[src/rtl/ex_unit_if.sv]
// Bundle of the ID/EX operand, control and result signals seen by the execute stage.
// The master modport is the pipeline side; the slave modport is the execute unit.
interface ex_unit_if;
    logic [7:0]  aluop_i;
    logic [2:0]  alusel_i;
    logic [31:0] reg1_i;
    logic [31:0] reg2_i;
    logic [4:0]  wd_i;
    logic        wreg_i;
    logic        flush_i;
    logic [4:0]  wd_o;
    logic        wreg_o;
    logic [31:0] wdata_o;
    logic        stallreq_o;

    modport master (
        output aluop_i, alusel_i, reg1_i, reg2_i, wd_i, wreg_i, flush_i,
        input  wd_o, wreg_o, wdata_o, stallreq_o
    );

    modport slave (
        input  aluop_i, alusel_i, reg1_i, reg2_i, wd_i, wreg_i, flush_i,
        output wd_o, wreg_o, wdata_o, stallreq_o
    );
endinterface

[src/rtl/ex_unit.sv]
// Execute stage: single-cycle logic/shift/arith/mul plus a 32-step restoring divider
// that stalls the front of the pipeline while it iterates.
module ex_unit (
    input  logic     clk,
    input  logic     resetn,
    ex_unit_if.slave ex
);

    localparam logic [2:0] SEL_NOP   = 3'b000;
    localparam logic [2:0] SEL_LOGIC = 3'b001;
    localparam logic [2:0] SEL_SHIFT = 3'b010;
    localparam logic [2:0] SEL_ARITH = 3'b011;
    localparam logic [2:0] SEL_MUL   = 3'b100;
    localparam logic [2:0] SEL_DIV   = 3'b101;

    localparam logic [7:0] OP_AND  = 8'h24;
    localparam logic [7:0] OP_OR   = 8'h25;
    localparam logic [7:0] OP_XOR  = 8'h26;
    localparam logic [7:0] OP_NOR  = 8'h27;
    localparam logic [7:0] OP_SLL  = 8'h7C;
    localparam logic [7:0] OP_SRL  = 8'h02;
    localparam logic [7:0] OP_SRA  = 8'h03;
    localparam logic [7:0] OP_ADD  = 8'h21;
    localparam logic [7:0] OP_SUB  = 8'h23;
    localparam logic [7:0] OP_SLT  = 8'h2A;
    localparam logic [7:0] OP_SLTU = 8'h2B;
    localparam logic [7:0] OP_MUL  = 8'h18;
    localparam logic [7:0] OP_DIV  = 8'h1A;
    localparam logic [7:0] OP_DIVU = 8'h1B;
    localparam logic [7:0] OP_REM  = 8'h1C;
    localparam logic [7:0] OP_REMU = 8'h1D;

    typedef enum logic [1:0] {
        IDLE = 2'd0,
        BUSY = 2'd1,
        DONE = 2'd2
    } div_state_t;

    div_state_t  state_q, state_d;
    logic [4:0]  count_q;
    logic [31:0] divisor_q;
    logic [31:0] quo_q;
    logic [31:0] rem_q;
    logic [31:0] result_q;
    logic        want_rem_q;
    logic        neg_quo_q;
    logic        neg_rem_q;

    logic        is_div_op;
    logic        div_req;
    logic        signed_op;
    logic        a_neg;
    logic        b_neg;
    logic [31:0] a_abs;
    logic [31:0] b_abs;
    logic        want_rem;
    logic        div_by_zero;

    logic [32:0] partial;
    logic [32:0] trial;
    logic        fits;
    logic [31:0] rem_next;
    logic [31:0] quo_next;
    logic [31:0] quo_fixed;
    logic [31:0] rem_fixed;
    logic [31:0] div_final;

    logic        stallreq;
    logic        div_valid;
    logic [4:0]  shamt;
    logic [31:0] sra_res;
    logic [31:0] mul_low;
    logic [31:0] wdata;

    // Operand preparation for a new division: magnitudes for signed ops, raw values otherwise.
    assign is_div_op   = (ex.aluop_i == OP_DIV)  || (ex.aluop_i == OP_DIVU) ||
                         (ex.aluop_i == OP_REM)  || (ex.aluop_i == OP_REMU);
    assign div_req     = (ex.alusel_i == SEL_DIV) && is_div_op;
    assign signed_op   = (ex.aluop_i == OP_DIV) || (ex.aluop_i == OP_REM);
    assign want_rem    = (ex.aluop_i == OP_REM) || (ex.aluop_i == OP_REMU);
    assign a_neg       = signed_op && ex.reg1_i[31];
    assign b_neg       = signed_op && ex.reg2_i[31];
    assign a_abs       = a_neg ? (~ex.reg1_i + 32'd1) : ex.reg1_i;
    assign b_abs       = b_neg ? (~ex.reg2_i + 32'd1) : ex.reg2_i;
    assign div_by_zero = (ex.reg2_i == 32'd0);

    // One restoring step: shift in the next dividend bit and subtract when the divisor fits.
    assign partial   = {rem_q, quo_q[31]};
    assign trial     = partial - {1'b0, divisor_q};
    assign fits      = ~trial[32];
    assign rem_next  = fits ? trial[31:0] : partial[31:0];
    assign quo_next  = {quo_q[30:0], fits};
    assign quo_fixed = neg_quo_q ? (~quo_next + 32'd1) : quo_next;
    assign rem_fixed = neg_rem_q ? (~rem_next + 32'd1) : rem_next;
    assign div_final = want_rem_q ? rem_fixed : quo_fixed;

    always_ff @(posedge clk) begin
        if (!resetn) begin
            state_q <= IDLE;
        end else begin
            state_q <= state_d;
        end
    end

    always_comb begin
        state_d = state_q;
        if (ex.flush_i) begin
            state_d = IDLE;
        end else begin
            case (state_q)
                IDLE: begin
                    if (div_req) begin
                        state_d = div_by_zero ? DONE : BUSY;
                    end
                end
                BUSY: begin
                    if (count_q == 5'd31) begin
                        state_d = DONE;
                    end
                end
                DONE:    state_d = IDLE;
                default: state_d = IDLE;
            endcase
        end
    end

    always_comb begin
        stallreq  = 1'b0;
        div_valid = 1'b0;
        if (!ex.flush_i) begin
            case (state_q)
                IDLE:    stallreq  = div_req;
                BUSY:    stallreq  = 1'b1;
                DONE:    div_valid = 1'b1;
                default: stallreq  = 1'b0;
            endcase
        end
    end

    // Divider datapath; a flush or reset abandons the iteration and nothing is written back.
    always_ff @(posedge clk) begin
        if (!resetn) begin
            count_q    <= 5'd0;
            divisor_q  <= 32'd0;
            quo_q      <= 32'd0;
            rem_q      <= 32'd0;
            result_q   <= 32'd0;
            want_rem_q <= 1'b0;
            neg_quo_q  <= 1'b0;
            neg_rem_q  <= 1'b0;
        end else if (ex.flush_i) begin
            count_q <= 5'd0;
        end else begin
            case (state_q)
                IDLE: begin
                    if (div_req) begin
                        count_q    <= 5'd0;
                        divisor_q  <= b_abs;
                        quo_q      <= a_abs;
                        rem_q      <= 32'd0;
                        want_rem_q <= want_rem;
                        neg_quo_q  <= a_neg ^ b_neg;
                        neg_rem_q  <= a_neg;
                        if (div_by_zero) begin
                            result_q <= want_rem ? ex.reg1_i : 32'hFFFF_FFFF;
                        end
                    end
                end
                BUSY: begin
                    quo_q   <= quo_next;
                    rem_q   <= rem_next;
                    count_q <= count_q + 5'd1;
                    if (count_q == 5'd31) begin
                        result_q <= div_final;
                    end
                end
                default: count_q <= 5'd0;
            endcase
        end
    end

    assign shamt   = ex.reg1_i[4:0];
    assign sra_res = $unsigned($signed(ex.reg2_i) >>> shamt);
    assign mul_low = ex.reg1_i * ex.reg2_i;

    always_comb begin
        wdata = 32'd0;
        case (ex.alusel_i)
            SEL_LOGIC: begin
                case (ex.aluop_i)
                    OP_AND:  wdata = ex.reg1_i & ex.reg2_i;
                    OP_OR:   wdata = ex.reg1_i | ex.reg2_i;
                    OP_XOR:  wdata = ex.reg1_i ^ ex.reg2_i;
                    OP_NOR:  wdata = ~(ex.reg1_i | ex.reg2_i);
                    default: wdata = 32'd0;
                endcase
            end
            SEL_SHIFT: begin
                case (ex.aluop_i)
                    OP_SLL:  wdata = ex.reg2_i << shamt;
                    OP_SRL:  wdata = ex.reg2_i >> shamt;
                    OP_SRA:  wdata = sra_res;
                    default: wdata = 32'd0;
                endcase
            end
            SEL_ARITH: begin
                case (ex.aluop_i)
                    OP_ADD:  wdata = ex.reg1_i + ex.reg2_i;
                    OP_SUB:  wdata = ex.reg1_i - ex.reg2_i;
                    OP_SLT:  wdata = {31'd0, ($signed(ex.reg1_i) < $signed(ex.reg2_i))};
                    OP_SLTU: wdata = {31'd0, (ex.reg1_i < ex.reg2_i)};
                    default: wdata = 32'd0;
                endcase
            end
            SEL_MUL: begin
                if (ex.aluop_i == OP_MUL) begin
                    wdata = mul_low;
                end
            end
            SEL_DIV: begin
                if (div_valid && is_div_op) begin
                    wdata = result_q;
                end
            end
            SEL_NOP: wdata = 32'd0;
            default: wdata = 32'd0;
        endcase
    end

    assign ex.wd_o       = ex.wd_i;
    assign ex.wreg_o     = ex.wreg_i & ~stallreq;
    assign ex.wdata_o    = wdata;
    assign ex.stallreq_o = stallreq;

endmodule

[src/flat_wrapper.sv]
// flat-port wrapper written by rule: the top's interface ports become plain ports
module ex_unit_flat 
  (clk, resetn, ex_aluop_i, ex_alusel_i, ex_reg1_i, ex_reg2_i, ex_wd_i, ex_wreg_i, ex_flush_i, ex_wd_o, ex_wreg_o, ex_wdata_o, ex_stallreq_o);
  ex_unit_if ex_i ();
  input  logic clk;
  input  logic resetn;
  input wire logic [$bits(ex_i.aluop_i)-1:0] ex_aluop_i;
  input wire logic [$bits(ex_i.alusel_i)-1:0] ex_alusel_i;
  input wire logic [$bits(ex_i.reg1_i)-1:0] ex_reg1_i;
  input wire logic [$bits(ex_i.reg2_i)-1:0] ex_reg2_i;
  input wire logic [$bits(ex_i.wd_i)-1:0] ex_wd_i;
  input wire logic [$bits(ex_i.wreg_i)-1:0] ex_wreg_i;
  input wire logic [$bits(ex_i.flush_i)-1:0] ex_flush_i;
  output wire logic [$bits(ex_i.wd_o)-1:0] ex_wd_o;
  output wire logic [$bits(ex_i.wreg_o)-1:0] ex_wreg_o;
  output wire logic [$bits(ex_i.wdata_o)-1:0] ex_wdata_o;
  output wire logic [$bits(ex_i.stallreq_o)-1:0] ex_stallreq_o;
  assign ex_i.aluop_i = ex_aluop_i;
  assign ex_i.alusel_i = ex_alusel_i;
  assign ex_i.reg1_i = ex_reg1_i;
  assign ex_i.reg2_i = ex_reg2_i;
  assign ex_i.wd_i = ex_wd_i;
  assign ex_i.wreg_i = ex_wreg_i;
  assign ex_i.flush_i = ex_flush_i;
  assign ex_wd_o = ex_i.wd_o;
  assign ex_wreg_o = ex_i.wreg_o;
  assign ex_wdata_o = ex_i.wdata_o;
  assign ex_stallreq_o = ex_i.stallreq_o;
  ex_unit u_core (.clk(clk), .resetn(resetn), .ex(ex_i));
endmodule
[config.mk]
export PLATFORM = sky130hd
export DESIGN_NAME = ex_unit_flat
export DESIGN_NICKNAME = d
export VERILOG_FILES = /design/src/rtl/ex_unit_if.sv /design/src/rtl/ex_unit.sv /design/src/flat_wrapper.sv
export SDC_FILE = /design/constraint.sdc
export NUM_CORES = 2
export LEC_CHECK = 0
export CORE_MARGIN = 3
export CORE_UTILIZATION = 45
export CTS_CLUSTER_SIZE = 12
export DETAILED_ROUTE_END_ITERATION = 7
export PLACE_DENSITY = 0.72
export SLEW_MARGIN = 20
export SYNTH_ARGS = -nofsm -noshare
export SYNTH_HDL_FRONTEND = slang
export SYNTH_SLANG_ARGS = --single-unit
export TNS_END_PERCENT = 30
[constraint.sdc]
create_clock -name clk -period 19.95 [get_ports clk]
set_input_delay 1.995 -clock clk [delete_from_list [all_inputs] [get_ports clk]]
set_output_delay 1.995 -clock clk [all_outputs]
set_load 0.1 [all_outputs]
==> flow_summary.toml <==
[worst_setup_path]
worstPathRequired_ps = 17950
cp_max_fo = 13
cp-start-kind = "input port"
worstSetupPathType = "input port to primary output"
critPathCaptureType = "primary output"
cp.arrival_ps = 12190

[timing]
finalMaxSlewViolations = 0
rsz0062_at_grt = "false"
setup_ws_ps = 5770
max_slew_margin_pct = 21.8
max_freq_mhz = 70.5
finalSetupViolCount = 0
period_minus_slack_ps = 14180
finalSetupTns_ps = 0
fin_crit_sh_pct = 71.1
max_slew.worst_pin.slew_ps = 1170
hold_viol_final = 0
fin_skew_ps = 13.4

[clocking]
cts_tree = "yes"
hold_buffers = 0
post_cts_resized = 0
clk_latency_ps = 450
cts.sinks = 138
cts_root_buf = "clkbuf_16"
path_clk_slew_ps = 60
cts-htree-levels = 4
post_cts_buffers = 0
clockBufferDepth = 2
cts_buffers = 17

[global_routing]
grt_max_degree = 107
grt_overflow = 0
grt_pass1_vias = 34800
grt_usage_pct = 37.6
antenna_found_initial = 6
grt_pass1_wl_um = 228000

[pwr]
p_leak_nw = 16.5
switching_share_pct = 56.5
irDropWorstVdd_mv = 0.558
p_int_mw = 3.43
pwr-share-comb_pct = 92.0
clockPowerShare_pct = 4.5
p_switching_mw = 4.46
p_seq_share_pct = 3.5
p_per_area_nw_per_um2 = 211

[yosys]
ys_async_sr_fraction_pct = 0
yosys_warnings = 0
syn-mean-instance-area_um2 = 7.45
synthTopCellsByArea = "fa_1 (24%), ha_1 (9.2%), dfxtp_1 (7.9%)"
yosysUniqueCellTypes = 87
synth_top_area_share_pct = 23.6
seq_area_frac_synth_pct = 7.93
synth-edff-count = 0
postSynthCellCount = 4673
synth_seq_cells = 138
yosysTopAreaCell = "fa_1"
synth_ff_type = "dfxtp_1"
syn-num-nets = 5425
synthesis.area_um2 = 34800

[route]
wl_um = 155000
ant_nets = 0
route.detailed.wl_per_inst_um = 27.5
first_pass_iters = 8
drc = 2
via_per_inst = 6.42
vias = 36200
first_iter_violations = 5379

[placed_design]
place.gp.congestion = 1.08
pre_cts_ws_ps = 6050
hpwlAfterDp_um = 114000
portBuffers = 112

[cells_and_area]
post-route-util_pct = 49.1
nNetsFinal = 5337
area_growth_pct = 7.52
drive_above_1_share_pct = 4.78

[floorplan]
die_area_um2 = 80800
start_util_pct = 45.6
rows = 101
fp.dieH_um = 284
coreArea_um2 = 76300
die_w_um = 284
ios = 123

[flow_run]
maxCapViolCount = 0

[outcome]
status = "complete, but fails checks"
violations = "design-rule violations"

[hold_path]
hp-class = "flop to flop"
path summary, 6_finish.rpt:
| check | start | end | slack [ps] | depth (start not counted) |
|---|---|---|---|---|
| max | ex_reg1_i[10] | ex_wdata_o[31] | 5770 | 28 |
| min | u_core.divisor_q[31] | u_core.divisor_q[31] | 480 | 2 |
| max reg2reg | u_core.quo_q[31] | u_core.result_q[24] | 13470 | 25 |
| min reg2reg | u_core.divisor_q[31] | u_core.divisor_q[31] | 480 | 2 |
cell usage after synthesis (all sizes together) (10+ instances only):
master / n
xnor2: 178
nor3: 67
inv: 526
a21o: 36
clkinv: 18
or2: 14
nand4: 23
a211o: 10
and3: 19
buf: 76
xor2: 60
nor3b: 12
nor2: 703
o211ai: 45
nand2: 451
o221ai: 22
a21oi: 291
or3: 31
or4: 17
a31oi: 26
nand3: 61
mux4: 12
o21a: 15
a221oi: 19
a222oi: 10
a311oi: 14
o21ai: 294
o21bai: 15
nor4: 28
mux2i: 137
o31a: 10
clkbuf: 249
nor2b: 22
o22ai: 14
o31ai: 49
o41ai: 18
ha: 257
fa: 411
and2: 15
a211oi: 91
dfxtp: 138
nand2b: 33
a22oi: 27
routing by layer:
layer	up-vias	global-route usage [%]	share of wire (%)
li1	15500	-	-
met1	17300	49.1	38
met2	2687	54.0	40
met3	604	13.7	15
met4	4	20.0	6.9
met5	-	0	0.021
kinds of logic after synthesis:
kind of cell	share of synthesized area (%)
xor gates and xnor gates	5.98
DFF	7.93
buffers and inverters	9.46
and+or+nand+nor	19.1
adders and majority gates	32.9
muxes	4.91
AOI/OAI and AO/OA	19.8
worst max-delay path: stages:
cell             delay [ps]
clkdlybuf4s50_1         450
buf_4                   350
clkinv_1                450
buf_4                   360
nor2_1                  150
fa_1                    460
fa_1                    440
fa_1                    550
inv_1                    50
fa_1                    470
inv_1                    50
fa_1                    500
inv_1                    60
fa_1                    530
inv_1                    50
fa_1                    500
fa_1                    420
ha_1                    370
a211oi_1                350
a21oi_1                 160
o21a_1                  150
a221o_1                 370
a2111oi_0               470
nor3_1                  200
a221oi_1                330
xnor2_1                 150
o221ai_1                490
clkdlybuf4s50_1        1250
area by class of cell:
cell class	instances	area, µm²
tap	1030	1290
timing repair buffer	218	1890
inverter	544	2040
sequential	138	2760
antenna	5	12.5
fill	7671	38900
clock inverter	14	195
clock buffer	18	439
multi-input combinational	3666	28800
state kept, by name, indices dropped and copies added, names as in the netlist:
signal             flops
u_core.count_q         5
u_core.neg_rem_q       1
u_core.rem_q          32
u_core.state_q         2
u_core.quo_q          32
u_core.want_rem_q      1
u_core.result_q       32
u_core.divisor_q      32
u_core.neg_quo_q       1
through the flow:
stage | area, µm² | power (mW) | hold slack, ps | std cells
global placement | 36800 | 7.19 | 448 | 5596
floorplan | 34800 | 5.21 | 414 | 4673
global route | 37400 | 8.50 | 516 | 5629
finish | 37500 | 7.90 | 480 | 5633
detailed placement | 36800 | 7.24 | 458 | 5596
CTS | 37400 | 7.63 | 474 | 5628
cell usage in the layout, fill, tap and decap left out, types with 22 or more instances in the layout:
master	synthesis	routed
nand4_1	23	23
nor2_1	703	701
o211ai_1	45	45
o31ai_1	49	49
nand2b_1	33	32
a21oi_1	290	290
o221ai_1	22	22
xor2_1	60	60
mux2i_1	137	137
xnor2_1	178	178
a22oi_1	27	27
clkdlybuf4s50_1	0	104
nor2b_1	22	22
a21o_1	36	36
or3_1	30	30
nor4_1	27	23
a31oi_1	26	26
nand2_1	451	451
o21ai_0	289	289
a211oi_1	90	90
buf_4	5	107
fa_1	411	411
nand3_1	61	61
nor3_1	65	65
dfxtp_1	138	138
ha_1	257	257
inv_1	517	517
power by group through the flow:
stage          Clock (mW)  Sequential [mW]  Combinational (mW)
5_1_grt             0.364            0.276                7.86
3_3_place_gp            0            0.282                6.90
2_1_floorplan           0            0.282                4.93
3_5_place_dp            0            0.282                6.96
6_report            0.352            0.276                7.27
4_1_cts             0.351            0.276                7.01
(Power assumes the default switching activity.)
